**config.mk**
```make
export PLATFORM = sky130hd
export DESIGN_NAME = rspfifo_rd_ctrl_flat
export DESIGN_NICKNAME = d
export VERILOG_FILES = /design/src/rtl/rspfifo_rd_ctrl_if.sv /design/src/rtl/rspfifo_rd_ctrl.sv /design/src/flat_wrapper.sv
export SDC_FILE = /design/constraint.sdc
export NUM_CORES = 1
export LEC_CHECK = 0
export BUFFER_PORTS_ARGS = -buffer_cell sky130_fd_sc_hd__buf_2
export CELL_PAD_IN_SITES_DETAIL_PLACEMENT = 2
export CELL_PAD_IN_SITES_GLOBAL_PLACEMENT = 2
export CORE_AREA = 5 5 448 450
export DETAILED_ROUTE_END_ITERATION = 12
export DIE_AREA = 0 0 453 455
export GPL_TIMING_DRIVEN = 0
export PLACE_DENSITY = 0.52
export SYNTH_ARGS = -nofsm -noshare
export SYNTH_HDL_FRONTEND = slang
export SYNTH_SLANG_ARGS = --single-unit
export TNS_END_PERCENT = 50
```
**constraint.sdc**
```tcl
create_clock -name clk -period 49.2 [get_ports clk]
set_clock_uncertainty 0.05 [all_clocks]
set_input_delay 2.46 -clock clk [delete_from_list [all_inputs] [get_ports clk]]
set_output_delay 2.46 -clock clk [all_outputs]
set_load 0.1 [all_outputs]
```
**src/rtl/rspfifo_rd_ctrl_if.sv**
```systemverilog
// rspfifo_rd_ctrl_if: request, FIFO read-port and response-stream signals of the read controller
interface rspfifo_rd_ctrl_if #(
    parameter int DATA_W  = 560,
    parameter int USEDW_W = 6
);
    logic               req_valid_in;
    logic               req_ready_in;
    logic               req_valid_out;
    logic               req_ready_out;
    logic [DATA_W-1:0]  fifo_q;
    logic               fifo_rdempty;
    logic [USEDW_W-1:0] fifo_rdusedw;
    logic               fifo_rdreq;
    logic               rsp_valid;
    logic               rsp_ready;
    logic [DATA_W-1:0]  rsp_data;

    modport master (
        input  req_valid_in, req_ready_in, fifo_q, fifo_rdempty, fifo_rdusedw, rsp_ready,
        output req_valid_out, req_ready_out, fifo_rdreq, rsp_valid, rsp_data
    );

    modport slave (
        output req_valid_in, req_ready_in, fifo_q, fifo_rdempty, fifo_rdusedw, rsp_ready,
        input  req_valid_out, req_ready_out, fifo_rdreq, rsp_valid, rsp_data
    );
endinterface

```
**src/rtl/rspfifo_rd_ctrl.sv**
```systemverilog
// rspfifo_rd_ctrl: credit-gated read controller draining the response FIFO into a small output buffer
// Optional statistics outputs (stat_rsp_cnt, stat_max_usedw) are built when RSPFIFO_RD_CTRL_STATS_EN is defined
module rspfifo_rd_ctrl #(
    parameter int DATA_W     = 560,
    parameter int USEDW_W    = 6,
    parameter int CREDITS    = 64,
    parameter int OBUF_DEPTH = 2
) (
    input  logic               clk,
    input  logic               aclr,
    rspfifo_rd_ctrl_if.master  bus,
    input  logic               flush,
    output logic               flush_done,
    output logic               busy,
    output logic [USEDW_W:0]   credit_cnt,
    output logic               err_underflow
`ifdef RSPFIFO_RD_CTRL_STATS_EN
    ,
    output logic [31:0]        stat_rsp_cnt,
    output logic [USEDW_W-1:0] stat_max_usedw
`endif
);
    localparam int PW = $clog2(OBUF_DEPTH);

    typedef enum logic [1:0] {RUN, DRAIN, DONE} state_t;

    state_t            state, state_nx;
    logic [2:0]        cnt;
    logic [2:0]        occ_after;
    logic [PW-1:0]     rd_ptr, wr_ptr;
    logic              inflight, grant, issue, pop, capture, drain_empty;
    logic [DATA_W-1:0] mem [OBUF_DEPTH];

    function automatic logic [PW-1:0] nxt(input logic [PW-1:0] p);
        return p == PW'(OBUF_DEPTH - 1) ? '0 : p + 1'b1;
    endfunction

    assign grant             = state == RUN && credit_cnt < (USEDW_W+1)'(CREDITS);
    assign issue             = bus.req_valid_in & bus.req_ready_in & grant;
    assign bus.req_valid_out = bus.req_valid_in & grant;
    assign bus.req_ready_out = bus.req_ready_in & grant;
    assign bus.rsp_valid     = state != DRAIN && cnt != 3'd0;
    assign pop               = bus.rsp_valid & bus.rsp_ready;
    // occupancy left once this cycle's handshake retires; a read is allowed while it stays below depth
    assign occ_after         = cnt + {2'b0, inflight} - {2'b0, pop};
    assign bus.fifo_rdreq    = !bus.fifo_rdempty && (state == DRAIN || occ_after < 3'(OBUF_DEPTH));
    // data returning during a drain is thrown away instead of being buffered
    assign capture           = inflight && state != DRAIN;
    assign bus.rsp_data      = bus.rsp_valid ? mem[rd_ptr] : '0;
    assign drain_empty       = credit_cnt == '0 && cnt == 3'd0 && !inflight;
    assign busy              = credit_cnt != '0 || cnt != 3'd0 || inflight;

    // state register
    always_ff @(posedge clk or posedge aclr) begin
        if (aclr) state <= RUN;
        else      state <= state_nx;
    end

    // next-state: flush starts a drain, drain ends once nothing is owed or held
    always_comb begin
        state_nx = state == RUN   ? (flush ? DRAIN : RUN) :
                   state == DRAIN ? (drain_empty ? DONE : DRAIN) : RUN;
    end

    // outputs decoded from state
    always_comb begin
        flush_done = state == DONE;
    end

    // outstanding-response credits with underflow guard
    always_ff @(posedge clk or posedge aclr) begin
        if (aclr) begin
            credit_cnt    <= '0;
            err_underflow <= 1'b0;
        end else if (bus.fifo_rdreq && credit_cnt == '0) begin
            credit_cnt    <= '0;
            err_underflow <= 1'b1;
        end else begin
            credit_cnt <= credit_cnt + (USEDW_W+1)'(issue) - (USEDW_W+1)'(bus.fifo_rdreq);
        end
    end

    // output buffer bookkeeping; a drain empties it every cycle
    always_ff @(posedge clk or posedge aclr) begin
        if (aclr) begin
            inflight <= 1'b0;
            cnt      <= 3'd0;
            rd_ptr   <= '0;
            wr_ptr   <= '0;
        end else begin
            inflight <= bus.fifo_rdreq;
            if (state == DRAIN) begin
                cnt    <= 3'd0;
                rd_ptr <= '0;
                wr_ptr <= '0;
            end else begin
                cnt <= cnt + {2'b0, capture} - {2'b0, pop};
                if (capture) wr_ptr <= nxt(wr_ptr);
                if (pop) rd_ptr <= nxt(rd_ptr);
            end
        end
    end

    // buffer storage, written with FIFO data one cycle after the read
    always_ff @(posedge clk) begin
        if (capture) mem[wr_ptr] <= bus.fifo_q;
    end

`ifdef RSPFIFO_RD_CTRL_STATS_EN
    // response count and FIFO high-water mark, cleared when a flush completes
    always_ff @(posedge clk or posedge aclr) begin
        if (aclr) begin
            stat_rsp_cnt   <= '0;
            stat_max_usedw <= '0;
        end else if (state == DRAIN && state_nx == DONE) begin
            stat_rsp_cnt   <= '0;
            stat_max_usedw <= '0;
        end else begin
            if (pop) stat_rsp_cnt <= stat_rsp_cnt + 32'd1;
            if (bus.fifo_rdusedw > stat_max_usedw) stat_max_usedw <= bus.fifo_rdusedw;
        end
    end
`endif
endmodule

```
**src/flat_wrapper.sv**
```systemverilog
// flat-port wrapper written by rule: the top's interface ports become plain ports
module rspfifo_rd_ctrl_flat 
#(
    parameter int DATA_W     = 560,
    parameter int USEDW_W    = 6,
    parameter int CREDITS    = 64,
    parameter int OBUF_DEPTH = 2
)
  (clk, aclr, flush, flush_done, busy, credit_cnt, err_underflow, bus_req_valid_in, bus_req_ready_in, bus_fifo_q, bus_fifo_rdempty, bus_fifo_rdusedw, bus_rsp_ready, bus_req_valid_out, bus_req_ready_out, bus_fifo_rdreq, bus_rsp_valid, bus_rsp_data);
  rspfifo_rd_ctrl_if #(.DATA_W(DATA_W), .USEDW_W(USEDW_W)) bus_i ();
  input  logic clk;
  input  logic aclr;
  input  logic flush;
  output logic flush_done;
  output logic busy;
  output logic [USEDW_W:0] credit_cnt;
  output logic err_underflow;
  input wire logic [$bits(bus_i.req_valid_in)-1:0] bus_req_valid_in;
  input wire logic [$bits(bus_i.req_ready_in)-1:0] bus_req_ready_in;
  input wire logic [$bits(bus_i.fifo_q)-1:0] bus_fifo_q;
  input wire logic [$bits(bus_i.fifo_rdempty)-1:0] bus_fifo_rdempty;
  input wire logic [$bits(bus_i.fifo_rdusedw)-1:0] bus_fifo_rdusedw;
  input wire logic [$bits(bus_i.rsp_ready)-1:0] bus_rsp_ready;
  output wire logic [$bits(bus_i.req_valid_out)-1:0] bus_req_valid_out;
  output wire logic [$bits(bus_i.req_ready_out)-1:0] bus_req_ready_out;
  output wire logic [$bits(bus_i.fifo_rdreq)-1:0] bus_fifo_rdreq;
  output wire logic [$bits(bus_i.rsp_valid)-1:0] bus_rsp_valid;
  output wire logic [$bits(bus_i.rsp_data)-1:0] bus_rsp_data;
  assign bus_i.req_valid_in = bus_req_valid_in;
  assign bus_i.req_ready_in = bus_req_ready_in;
  assign bus_i.fifo_q = bus_fifo_q;
  assign bus_i.fifo_rdempty = bus_fifo_rdempty;
  assign bus_i.fifo_rdusedw = bus_fifo_rdusedw;
  assign bus_i.rsp_ready = bus_rsp_ready;
  assign bus_req_valid_out = bus_i.req_valid_out;
  assign bus_req_ready_out = bus_i.req_ready_out;
  assign bus_fifo_rdreq = bus_i.fifo_rdreq;
  assign bus_rsp_valid = bus_i.rsp_valid;
  assign bus_rsp_data = bus_i.rsp_data;
  rspfifo_rd_ctrl #(.DATA_W(DATA_W), .USEDW_W(USEDW_W), .CREDITS(CREDITS), .OBUF_DEPTH(OBUF_DEPTH)) u_core (.clk(clk), .aclr(aclr), .bus(bus_i), .flush(flush), .flush_done(flush_done), .busy(busy), .credit_cnt(credit_cnt), .err_underflow(err_underflow));
endmodule
```
==> impl_metrics.toml, run 1 <==
[route]
first_pass_iters = 6
totalWireLength_um = 167000
ant_nets = 0
avgRoutedWirePerCell_um = 25.3
via_per_inst = 4.06
initialDrtViolationCount = 1421
vias = 26700
drc = 0

[job]
drv_cap = 0

[clocking]
clockBufferDepth = 3
cts_tree = "built"
cts.repair.resized = 0
clkLatencyLatePin_ns = 0.77
cts.sinks = 1136
path_clk_slew_ns = 0.05
cts_setup_buffers = 0
ctsHoldBuffers = 0
cts_root_buf = "clkbuf_16"
cts_buffers = 140
htreeDepth = 4

[floorplan]
die_h_um = 455
row_count = 163
fp.dieW_um = 453
die-area_mm2 = 0.206
design.core.area_mm2 = 0.196
ios = 1147
initial_core_util_pct = 22.0

[timing]
whs_ns = 0.416
setup_viol = 0
relSlewSlack_pct = 43.3
finalCritPeriodShare_pct = 14.4
rsz0062_at_grt = "false"
finalMaxSlewViolations = 0
finalSetupTns_ns = 0
max_freq_mhz = 141
hold_violations = 0
timing.final.ws_setup_ns = 42.12
worst-slew-pin-transition_ns = 0.850
min_period_ns = 7.08

[synth]
async_flop_share_pct = 1.41
yosysTopAreaCell = "edfxtp_1"
synth_edf_count = 1120
syn_inst = 2474
syn_area_mm2 = 0.0432
synth_top_area_share_pct = 77.8
syn_area_per_cell_um2 = 17.5
ys_warn_count = 0
yosys-top-cells-area = "edfxtp_1 (78%), mux2i_1 (13%), nor2_1 (4.9%)"
yosysSeqAreaShare_pct = 78.7
syn_nets = 3061
yosys.cell_types.count = 39
ys_seq_elements = 1136
synth_flop_cell = "edfxtp_1"

[final_layout]
drive_above_1_share_pct = 38.4
final_cell_mix = "buf_2 (1,229), edfxtp_1 (1,120), nor2_1 (569)"
nets = 4381
area_growth_pct = 33.5
final_common_cell = "buf_2"

[critical_path]
cp-start-kind = "input port"
path_common_cell = "buf_2"
crit_slowest_cell = "buf_2"
cp_top_family = "buffers and inverters"
crit_arrival_ns = 4.57
path_buf_inv = 3
required_ns = 46.69
cpPeakStageDelay_ns = 0.50
cp_cell_sequence = "buf_2 -> and3_1 -> ha_1 -> inv_1 -> nand2_1 -> fa_1 -> xnor3_1 -> a21oi_2 -> nor2_1 -> buf_2"
critPathKind = "input port to output pin"
crit_fanout = 3
end_kind = "output pin"

[power_and_ir_drop]
vdd_ir_drop_max_mv = 0.0236
power.density_mw_per_mm2 = 38.7
power_mw = 2.23
total_leakage_power_nw = 20.9

[global_route]
antenna_found_initial = 143
first_global_vias = 29400
grt_pass1_wl_um = 226000
gr-total-overflow = 0
grt_max_degree = 54
track_usage_pct = 15.5

[placement]
dp_slack_ns = 42.06
gp_congestion = 0.822
portBuffers = 1140
dp_hpwl_um = 129000

[outcome]
outcome = "finished clean"

[min_path]
hp-class = "flop to flop"
worst reg2reg max path: stages (launching register included):
cell and delay, ns:
dfrtp_1 0.44, or3_4 0.45, and3_1 0.20, ha_1 0.27, inv_1 0.07, nand2_1 0.07
fa_1 0.40, xnor3_1 0.20, a21oi_2 0.23, nor2_1 0.11, ha_1 0.30, inv_1 0.06
ha_1 0.17, inv_1 0.07, fa_1 0.41, nor2b_1 0.24, o311a_1 0.26, o32a_1 0.17
a31oi_1 0.09
state kept, by name (all words and copies together) (netlist names):
| register | count |
|---|---|
| u_core.cnt | 3 |
| u_core.credit_cnt | 7 |
| u_core.err_underflow | 1 |
| u_core.inflight | 1 |
| u_core.mem | 1120 |
| u_core.rd_ptr | 1 |
| u_core.state | 2 |
| u_core.wr_ptr | 1 |
cell type report:
class | instances | area [µm²]
clock buffers | 172 | 3670
plain buffers | 125 | 825
flip-flops and latches | 1136 | 34000
repair buffers | 1178 | 6580
inverters | 17 | 63.8
clock inverters | 79 | 821
multi-input cells | 1196 | 8340
diodes | 38 | 95.1
well taps | 2640 | 3300
fillers | 20700 | 138000
path summary, 6_finish.rpt:
check	start	end	slack [ns]	cells after the start
worst max-delay path	bus_rsp_ready	bus_fifo_rdreq	42.12	10
worst min-delay path	u_core.err_underflow	u_core.err_underflow	0.42	1
worst max register to register	u_core.cnt[1]	u_core.credit_cnt[6]	44.83	18
worst min register to register	u_core.err_underflow	u_core.err_underflow	0.42	1
max in group asynchronous	aclr	u_core.rd_ptr	46.89	2
min in group asynchronous	aclr	u_core.state[0]	1.75	2
synthesized netlist by cell type (2+ instances only):
master and count:
nor2b_1 7, nand2b_1 2, mux2i_1 560, ha_1 11, fa_1 3, inv_1 16, xnor2_1 4, and3_1 3
xor2_1 2, clkbuf_1 3, nor2_1 569, edfxtp_1 1120, a211oi_1 2, and2_1 5, dfrtp_1 16, nor3_1 5
buf_2 89, o21ai_0 2, buf_6 32, nand2_1 4
logic make-up (layout without fill, tap and decap cells):
logic type / count (synthesis) / count (layout) / share of synthesized area, %
other: 0 / 38 / 0
adder cells (fa/ha/maj): 14 / 14 / 0.457
AO/OA/AOI/OAI: 12 / 12 / 0.205
multiplexers: 560 / 560 / 13.0
XOR/XNOR: 7 / 7 / 0.174
AND/OR/NAND/NOR: 603 / 603 / 5.45
buffers and inverters: 142 / 1571 / 2.05
flip-flops: 1136 / 1136 / 78.7
metrics by stage:
step | std cells | instance area, µm² | util, %
after global routing | 6558 | 57700 | 29.4
after detailed placement | 6292 | 53100 | 27.1
final | 6581 | 57700 | 29.4
after CTS | 6543 | 57600 | 29.4
after floorplan | 2474 | 43200 | -
after global placement | 6254 | 52300 | 26.6
power breakdown:
| part | switching, mW | internal, mW | total, mW |
|---|---|---|---|
| clock | 0.426 | 0.588 | 1.01 |
| combinational | 0.0798 | 0.0429 | 0.123 |
| sequential | 0.00771 | 1.09 | 1.10 |
| total | 0.513 | 1.72 | 2.23 |
metal layers:
layer,vias up,share of wire [%],track usage [%]
li1,11900,-,-
met1,13300,35,15.6
met2,986,53,29.0
met3,406,8.5,6.15
met4,80,3.1,5.34
met5,-,0.28,0
Note: power is estimated with default switching activity, not from simulation.
==> run 2, diff against run 1 <==
Settings changed: CORE_AREA 5 5 448 450 to 5 5 439 441, DIE_AREA 0 0 453 455 to 0 0 444 446, PLACE_DENSITY 0.52 to 0.56.
Clock period 49.2 ns to 6.5 ns, I/O delays scaled along.
==> impl_metrics.toml, run 2 (synthesized netlist as in run 1, its figures left out) <==
[outcome]
outcome = "finished clean"

[floorplan]
ios = 1147
die-area_mm2 = 0.198
fp.dieW_um = 444
design.core.area_mm2 = 0.189
die_h_um = 446
initial_core_util_pct = 22.9
row_count = 160

[global_route]
antenna_found_initial = 38
grt_max_degree = 56
first_global_vias = 32700
grt_pass1_wl_um = 234000
gr-total-overflow = 0
track_usage_pct = 16.3

[power_and_ir_drop]
clkPwrFrac_pct = 44.0
p_sw_share_pct = 23.3
power.density_mw_per_mm2 = 271
power_frac_seq_pct = 48.6
vdd_ir_drop_max_mv = 0.213
total_leakage_power_nw = 23.2
power_frac_comb_pct = 7.4
internal_power_mw = 13.1
p_sw_mw = 3.97

[route]
drc = 0
wl_met1_um = 61400
totalWireLength_um = 168000
dr_wl_met3_um = 10200
vias = 28600
via_per_inst = 4.08
ant_nets = 0
first_pass_iters = 6
initialDrtViolationCount = 1229
wl_met2_um = 91200
routed.top_layer = "met5"
avgRoutedWirePerCell_um = 24.0

[critical_path]
required_ns = 7.08
crit_arrival_ns = 5.16
end_kind = "flop"
crit_fanout = 5
critPathKind = "flop to flop"
cp-start-kind = "flop"

[final_layout]
final_common_cell = "buf_2"
area_growth_pct = 45.7
largest_reg_flops = 1120
nets = 4941
drive_above_1_share_pct = 33.4
reg.largest.list = "u_core.mem: 1120 flops, u_core.credit_cnt: 7 flops, u_core.cnt: 3 flops"
final_util_pct = 33.4
top_register = "u_core.mem"
final_cell_mix = "buf_2 (1,229), edfxtp_1 (1,120), nor2_1 (569)"

[clocking]
cts_root_buf = "clkbuf_16"
htreeDepth = 4
path_clk_slew_ns = 0.06
cts_tree = "built"
cts.repair.resized = 0
clkLatencyLatePin_ns = 0.77
clockBufferDepth = 3
cts.sinks = 1136
cts_buffers = 138

[job]
drv_cap = 0

[timing]
whs_ns = 0.209
relSlewSlack_pct = 42.1
min_period_ns = 4.58
finalCritPeriodShare_pct = 70.4
rsz0062_at_grt = "false"
setup_viol = 0
max_freq_mhz = 218
worst-slew-pin-transition_ns = 0.867
hold_violations = 0
finalMaxSlewViolations = 0
finalSetupTns_ns = 0

[placement]
gp_congestion = 0.793
dp_hpwl_um = 124000
portBuffers = 1140

[min_path]
hp-class = "input port to flop"
run 2: changes by cell type in the layout (fill, tap and decap cells not counted), moves of 2 or more:
cell | before | now
dlygate4sd3_1 | 0 | 564
diode_2 | 38 | 27
clkbuf_1 | 33 | 42
clkinv_2 | 21 | 15
clkinv_1 | 30 | 26
clkbuf_16 | 142 | 139
buf_12 | 23 | 21
bufinv_16 | 10 | 8
clkinv_4 | 2 | 0
run 2: routing by layer:
layer  vias to the layer above  global-route usage (%)
met5                         -                       0
met4                        12                    5.15
met3                       212                    4.73
met2                       851                    31.0
met1                     14500                    17.1
li1                      13000                       -
run 2: timing repair:
item                       4_1_cts  5_1_grt
hold buffers                   564        0
setup endpoints to repair        0        0
hold endpoints to repair      1147        0
setup buffers                    0        0
run 2: final cells by class:
cell class                 instances  area [µm²]
timing repair buffer            1740       12200
multi-input combinational       1196        8340
clock inverter                    68         731
antenna                           27        67.6
inverter                          17        63.8
buffer                           125         825
tap                             2511        3140
fill                           19600      126000
sequential                      1136       34000
clock buffer                     178        3620
run 2: worst paths after layout:
kind                                       from                    to  slack, ns  depth (start not counted)
max                               u_core.cnt[1]  u_core.credit_cnt[6]       1.92                         18
max in group asynchronous                  aclr  u_core.err_underflow       5.55                          3
min in group asynchronous                  aclr  u_core.credit_cnt[5]       0.28                          3
min                              bus_fifo_q[76]     u_core.mem[1][76]       0.21                          2
min reg2reg                u_core.err_underflow  u_core.err_underflow       0.41                          1
max reg2reg                       u_core.cnt[1]  u_core.credit_cnt[6]       1.92                         18
run 2: critical path, cell delays in order (launching register included):
cell	delay (ns)
dfrtp_1	0.46
or3_4	0.45
and3_1	0.20
ha_1	0.26
inv_1	0.08
nand2_1	0.07
fa_1	0.40
xnor3_1	0.23
a21oi_2	0.09
nor2_1	0.44
ha_1	0.32
inv_1	0.06
ha_1	0.17
inv_1	0.06
fa_1	0.41
nor2b_1	0.21
o311a_1	0.25
o32a_1	0.15
a31oi_1	0.07
run 2: stage by stage:
step	worst slack [ns]	std cells	area, µm²	power [mW]
detailed placement	1.80	6161	52900	9.41
floorplan	-3.05	2474	43300	8.98
global route	1.58	6991	63000	17.7
CTS	1.51	6971	62900	17.4
global placement	-9.89	6125	52100	9.41
finish	1.92	6998	63000	17.1
run 2: power groups by stage:
stage / clock [mW] / sequential [mW] / combinational (mW)
final: 7.50 / 8.29 / 1.26
after global routing: 8.09 / 8.31 / 1.35
after CTS: 7.79 / 8.30 / 1.28
after detailed placement: 0 / 8.45 / 0.956
after global placement: 0 / 8.53 / 0.876
after floorplan: 0 / 8.66 / 0.316
